===== config.mk =====
export PLATFORM = sky130hd
export DESIGN_NAME = ftrace_ras
export DESIGN_NICKNAME = d
export VERILOG_FILES = /design/src/rtl/ftrace_pkg.sv /design/src/rtl/ftrace_ras_mem.sv /design/src/rtl/ftrace_ras.sv
export SDC_FILE = /design/constraint.sdc
export NUM_CORES = 1
export LEC_CHECK = 0
export ABC_AREA = 1
export ABC_CLOCK_PERIOD_IN_PS = 5200
export BUFFER_PORTS_ARGS = -buffer_cell sky130_fd_sc_hd__buf_4
export CAP_MARGIN = 5
export CORE_ASPECT_RATIO = 0.7
export CORE_MARGIN = 2
export CORE_UTILIZATION = 25
export DETAILED_ROUTE_END_ITERATION = 8
export GPL_TIMING_DRIVEN = 0
export PLACE_DENSITY = 0.44
export SETUP_SLACK_MARGIN = 0.02
export SYNTH_ARGS = -nofsm -noshare
export SYNTH_HDL_FRONTEND = slang
export SYNTH_SLANG_ARGS = --single-unit

===== constraint.sdc =====
create_clock -name clk -period 5.2 [get_ports clk]
set_clock_uncertainty 0.2 [all_clocks]
set_input_delay 0.52 -clock clk [delete_from_list [all_inputs] [get_ports clk]]
set_output_delay 0.52 -clock clk [all_outputs]
set_load 0.05 [all_outputs]

===== src/rtl/ftrace_pkg.sv =====
// Shared constants and event type for the function-trace return-address stack.
package ftrace_pkg;

   localparam logic [6:0]  OP_JAL   = 7'b1101111;
   localparam logic [6:0]  OP_JALR  = 7'b1100111;
   localparam logic [31:0] RET_INSN = 32'h0000_8067;
   localparam logic [4:0]  RA_REG   = 5'd1;

   typedef enum logic {
      EVT_CALL = 1'b0,
      EVT_RET  = 1'b1
   } evt_kind_e;

endpackage


===== src/rtl/ftrace_ras_mem.sv =====
// Return-address storage: one write port, combinational top-of-stack read.
module ftrace_ras_mem #(
   parameter int DEPTH = 16,
   parameter int XLEN  = 32
) (
   input  logic                     clk,
   input  logic                     we,
   input  logic [$clog2(DEPTH)-1:0] waddr,
   input  logic [XLEN-1:0]          wdata,
   input  logic [$clog2(DEPTH)-1:0] raddr,
   output logic [XLEN-1:0]          rdata
);

   logic [XLEN-1:0] mem_q [DEPTH];

   always_ff @(posedge clk) begin
      if (we) mem_q[waddr] <= wdata;
   end

   assign rdata = mem_q[raddr];

endmodule


===== src/rtl/ftrace_ras.sv =====
// Shadow return-address stack that classifies retired calls/returns and flags stack anomalies.
// Build option: define FTRACE_RAS_CIRC_EN to let a full-stack push overwrite the oldest entry.
module ftrace_ras
   import ftrace_pkg::*;
#(
   parameter int DEPTH = 16,
   parameter int XLEN  = 32
) (
   input  logic                     clk,
   input  logic                     rst_n,
   input  logic                     retire_valid,
   input  logic [31:0]              ist,
   input  logic [XLEN-1:0]          pc,
   input  logic [XLEN-1:0]          pc_next,
   output logic                     evt_valid,
   output logic                     evt_is_ret,
   output logic [XLEN-1:0]          evt_target,
   output logic [$clog2(DEPTH):0]   depth,
   output logic                     mismatch,
   output logic                     overflow,
   output logic                     underflow
);

   localparam int AW = $clog2(DEPTH);

   logic [AW-1:0]   sp;
   logic            is_call;
   logic            is_ret;
   logic            full;
   logic            empty;
   logic            push_en;
   logic [XLEN-1:0] top;
   evt_kind_e       kind;

   always_comb begin
      is_call = 1'b0;
      is_ret  = 1'b0;
      if (retire_valid) begin
         is_call = (ist[11:7] == RA_REG) &&
                   ((ist[6:0] == OP_JAL) ||
                    ((ist[6:0] == OP_JALR) && (ist[14:12] == 3'b000)));
         is_ret  = !is_call && (ist == RET_INSN);
      end
   end

   assign kind  = is_call ? EVT_CALL : EVT_RET;
   assign full  = (depth == (AW+1)'(DEPTH));
   assign empty = (depth == '0);

`ifdef FTRACE_RAS_CIRC_EN
   assign push_en = is_call;
`else
   assign push_en = is_call && !full;
`endif

   // sp points at the next free slot; when full in circular mode it lands on the oldest entry
   ftrace_ras_mem #(.DEPTH(DEPTH), .XLEN(XLEN)) u_mem (
      .clk   (clk),
      .we    (push_en),
      .waddr (sp),
      .wdata (pc + XLEN'(4)),
      .raddr (sp - AW'(1)),
      .rdata (top)
   );

   always_ff @(posedge clk) begin
      if (!rst_n) begin
         sp         <= '0;
         depth      <= '0;
         evt_valid  <= 1'b0;
         evt_is_ret <= 1'b0;
         evt_target <= '0;
         mismatch   <= 1'b0;
         overflow   <= 1'b0;
         underflow  <= 1'b0;
      end else begin
         evt_valid <= is_call || is_ret;
         if (is_call || is_ret) begin
            evt_is_ret <= (kind == EVT_RET);
            evt_target <= pc_next;
         end
         if (push_en) sp <= sp + AW'(1);
         if (is_call) begin
            if (full) overflow <= 1'b1;
            else      depth    <= depth + 1'b1;
         end
         if (is_ret) begin
            if (empty) begin
               underflow <= 1'b1;
            end else begin
               sp    <= sp - AW'(1);
               depth <= depth - 1'b1;
               if (top != pc_next) mismatch <= 1'b1;
            end
         end
      end
   end

endmodule


After elaboration in Yosys (flattened, before gate mapping). Memories as Yosys holds them, arrays and structs flattened. Index checks and enable logic that the tools add are counted. Widths: inputs -> output; s select.

Bits in registers: 46. Bits in writable memories: 512. Output and inout bits: 42. Word-level logic and storage cells: 46. Memories: 1.

Add/sub/neg operators: 5. Eq/ne operators: 6. Muxes and demuxes: 12. Bitwise operators: 1. Reduce and logical (&&, ||, !) cells: 13.

Memories: u_mem.mem_q (words 16, bits a word 32, read ports 1, clocked after memory_dff 0, wr ports 1, line ftrace_ras_mem.sv:14) `logic [XLEN-1:0] mem_q [DEPTH];`.

Operator list (count): $add 32x3->32 const B (1); $eq 32x16->1 const B (1); $ne 32x32->1 (1); $mux 5 (4); $eq 7x7->1 const B (2); $mux 4 (3); $add 5x1->5 const B (1); $eq 5x1->1 const B (1); $eq 5x5->1 const B (1); $logic_not 5->1 (1); $mux 1 (5); $sub 5x1->5 const B (1); $add 4x1->4 const B (1); $logic_and 1x1->1 (4); $reduce_and 2->1 (2); $sub 4x1->4 const B (1); $logic_not 3->1 (1); $reduce_and 3->1 (1); $logic_not 1->1 (2); $logic_or 1x1->1 (2); $not 1->1 (1).

Logic depth before layout (Yosys ltp).
Word-level depth: 9. Gate-level depth with buffers: 23.

Modules after synthesis. Synthesis repeated with hierarchy kept, for this count alone.

Cells, all modules: 2637. Area, all modules: 25460.7 sq um.

By module, submodules not included: ftrace_ras_mem (times used 1, cells an instance 2088, area each 22089.9 sq um, seq. area each 15374.7 sq um); ftrace_ras (times used 1, cells an instance 549, area each 3370.7 sq um, seq. area each 920.9 sq um).

Worst setup path after synthesis. No wires, ideal clock.

Path kind: register to register. Start point: reg depth[0]. End point: mem u_mem.mem_q[11][0], enable pin. Setup time: 0.421 ns. Arrival time: 2.926 ns. Setup slack: 1.653 ns. Stages on the path, launching flop included: 10. Path buffers: 0. Clock period less this slack: 3.547 ns. Path through: dfxtp_1 inv_1 ha_1 nand3_1 nor2_1 inv_1 nand2_1 inv_1 nand2_1 nor2_1.

Word-level cells in the longest chain between the ends: 5.

Ends and longest elaborated chain: start: declaration (line ftrace_ras.sv:18) `output logic [$clog2(DEPTH):0] depth,`; start signal: assignment (line ftrace_ras.sv:85) `else depth <= depth + 1'b1;`; start signal: assignment (line ftrace_ras.sv:92) `depth <= depth - 1'b1;`; $eq 5x5->1 (line ftrace_ras.sv:47) `assign full = (depth == (AW+1)'(DEPTH));`; $logic_not 1->1 (line ftrace_ras.sv:53) `assign push_en = is_call && !full;`; $logic_and 1x1->1 (line ftrace_ras.sv:53); $mux 1 (line ftrace_ras_mem.sv:17) `if (we) mem_q[waddr] <= wdata;`; $mux 1 (not written as such) (line ftrace_ras_mem.sv:17); end: declaration (line ftrace_ras_mem.sv:14).

No other way between the ends.

Worst setup path in the final report.
Start point: reg sp[0]. End point: reg mismatch.

Word-level cells in the longest chain between the ends: 4.

Ends and longest elaborated chain: start: declaration (line ftrace_ras.sv:26) `logic [AW-1:0] sp;`; start signal: assignment (line ftrace_ras.sv:82) `if (push_en) sp <= sp + AW'(1);`; start signal: assignment (line ftrace_ras.sv:91) `sp <= sp - AW'(1);`; $sub 4x1->4 (line ftrace_ras.sv:62) `.raddr (sp - AW'(1)),`; $mem_v2 16x32; $ne 32x32->1 (line ftrace_ras.sv:93) `if (top != pc_next) mismatch <= 1'b1;`; $reduce_and 3->1 (no line); end signal: assignment (line ftrace_ras.sv:73) `mismatch <= 1'b0;`; end signal: assignment (line ftrace_ras.sv:93); end: declaration (line ftrace_ras.sv:19) `output logic mismatch,`.

No other way between the ends. A chain may end at the register's enable or synchronous reset.

==> run metrics <==
outcome=finished clean; clock transition at the registers of the reported paths=0.07 ns; CP required=5.52 ns; critical path arrival=5.05 ns; Post-CTS Setup Inserts=0; First-pass DRT Iterations=5; total design power=9220 µW; routability congestion estimate=0.867; DPL Wire Length=64.0 mm; crit-path cells=buf_4, inv_2, buf_4, buf_2, ha_1, clkbuf_1, buf_2, nand3_1, nand3_1, nand2_1, nand2_1, nand3_1, nand2_1, nand2_1, nor2_1, nand2_1, nor2_1, nand2_1, nand2_1, a21oi_1; most used cell, CP=nand2_1; All-Layer GR Usage=0.183; Synth Area in Simple Gates=0.238; clk buf depth=3; Netlist Area Pre-Place=0.0237 mm²; initial core utilization=0.252; Slew Limit Fails=0; grt ovf=0; Synth Area in Compound Gates=0.0197; mux contribution to synthesized area=0; post-synth cell types=40; Total Wirelength=90.4 mm; via count=17800; ys async rst share=0; post-route cell area=0.0291 mm²; die extent in y=262 µm; initial antenna violation count=2; min-delay worst type=in -> reg; post-synthesis sequential area ratio=0.688; global-route wire length before repair=125 mm; FMAX=211 MHz; row count=94; 1st-iter DRT viols=2127; RSZ-0062 raised after global routing=false; main combinational cell family by area after synthesis=simple AND/OR/NAND/NOR gates; DP Cell Count=3602; Die Wd=372 µm; CTS buffer count=56; Layout Cells excl Fill=3726; Leak=0.0109 µW; Sink Count=558; post-route ant nets=0; CTS root buffer=clkbuf_16; CORE AREA=0.0940 mm²; total number of yosys warnings=0; Core Util, Final=0.310; full die area=0.0973 mm²; CP Launch Type=register; crit-path max cell delay=0.75 ns; CTS tree=built; cell with the most instances after synthesis=nand2_1; Top FF cell, synth=edfxtp_1; Nets=2537; Crit-path slowest cell=clkbuf_1; layout cells sized above 1=0.164; CP endpoint kind=register; Clock Latency Late Sink=0.64 ns; XOR/XNOR Fraction of Synth Area=0.0107; Slew @ Worst Pin=1.33 ns; Post-synth EDFFs=512; Max-slew headroom=0.113; vias in the first global route=16600; P&R area growth vs syn=22.9%; largest net degree at the start of global routing=22; Syn Area/Cell=10.9 µm²; top cells by instance count after synthesis=692 x nand2_1, 512 x edfxtp_1, 485 x nand3_1; Top-Level Pins=141; drc violations=0; Crit Path Category=reg -> reg; post-synth top area cell=edfxtp_1; vias per inst=4.78; Synth top area share=0.649; Max Cap Violations=0; crit-path max FO=12; peak supply drop=269 µV; Synth Register Bits=558; largest cells by area after synthesis=edfxtp_1 65%, nand2_1 11%, nand3_1 10%, dfxtp_1 3.9%, buf_2 1.8%; Placed Area=0.0271 mm²; Setup violations, final=0; Final min period=4.73 ns; Pwr Density=317 mW/mm²; Adder-Cell Fraction of Synth Area=0.00422; Cells after Synth=2184; Post-Syn Nets=2291; port bufs=139; Final Hold Viols=0; fin crit share=0.910; DR WL/cell=24.3 µm; CTS H-tree depth=2
[registers in the layout (all words and copies together), names as in the netlist]
| name | flops |
|---|---|
| mismatch | 1 |
| evt_target | 32 |
| sp | 4 |
| u_mem.mem_q | 512 |
| evt_is_ret | 1 |
| depth | 5 |
| underflow | 1 |
| overflow | 1 |
| evt_valid | 1 |
[report_power, final]
| part | leakage [µW] | total (µW) | switching (µW) | internal [µW] |
|---|---|---|---|---|
| clock network | 0.000870 | 4030 | 1820 | 2210 |
| logic | 0.00502 | 289 | 194 | 94.7 |
| registers | 0.00497 | 4900 | 0.0521 | 4900 |
[cells in the final DEF (no fill, tap or decap), types with 2 or more instances in the layout]
cell,instances
nand2_1,692
xor2_2,12
inv_2,2
clkinv_2,15
buf_8,6
ha_1,8
buf_2,87
nand4_1,15
nor4_1,3
a21oi_1,43
buf_16,7
nor3_1,13
nor2_4,19
o21ai_0,41
nand3_1,485
clkbuf_16,58
dlygate4sd3_1,17
clkbuf_8,2
a211oi_1,2
bufinv_16,3
buf_4,148
clkinv_1,11
xor2_1,10
nor3_2,3
dfxtp_1,46
buf_6,5
buf_12,15
nor2_1,39
nand2_2,3
edfxtp_1,512
xnor2_2,7
nand3_2,3
clkbuf_1,31
inv_1,94
diode_2,2
[worst paths after layout]
kind | cells after the start | slack [ns] | startpoint | endpoint
hold reg to reg | 2 | 0.25 | overflow$_SDFFE_PN0P_ | overflow$_SDFFE_PN0P_
setup / recovery | 20 | 0.47 | sp[0]$_SDFF_PN0_ | mismatch$_SDFFE_PN0P_
hold / removal | 3 | 0.05 | pc_next[17] | evt_target[17]$_SDFFE_PN0P_
setup reg to reg | 20 | 0.47 | sp[0]$_SDFF_PN0_ | mismatch$_SDFFE_PN0P_
[repair_timing]
action                                  in CTS  in global routing
endpoints found under the hold margin       17                  0
hold buffers                                17                  0
gates resized for setup                      0                  0
endpoints found under the setup margin       0                  0
[worst max-delay path: cells and delay by family, from the launching register on]
family / cells / cell delay [ns]
flops: 1 / 0.40
buf+inv: 6 / 1.97
simple gates: 12 / 1.58
fa+ha+maj: 1 / 0.38
compound gates: 1 / 0.05
[routing by layer]
metal  vias up  GRT usage  routed length [µm]
met5         -    0.00913                 127
met4         2     0.0376                1600
li1       8085          -                   -
met2       739      0.257               36700
met3       104     0.0409                8130
met1      8890      0.282               43900
[logic make-up after synthesis]
group | Yosys count
AND/OR/NAND/NOR | 1285
flip-flops | 558
buffers and inverters | 213
AO/OA/AOI/OAI | 91
XOR/XNOR | 29
adder cells (fa/ha/maj) | 8
[through the flow]
step | setup slack, ns | setup TNS [ns] | hold WS [ns]
2_1_floorplan | 1.65 | 0 | 0.397
3_3_place_gp | -1.23 | -405.61 | 0.239
3_5_place_dp | 0.495 | 0 | 0.248
4_1_cts | 0.476 | 0 | 0.00164
5_1_grt | 0.310 | 0 | 0.0203
6_report | 0.466 | 0 | 0.0473
[final cells by class]
class,count,area [µm²]
flip-flops and latches,558,16300
plain buffers,116,586
clock inverters,31,234
clock buffers,73,1530
repair buffers,188,1840
inverters,97,365
fillers,9535,64800
multi-input cells,1413,6720
diodes,2,5.00
well taps,1248,1560
No activity file was read; power rests on OpenSTA's default activity.
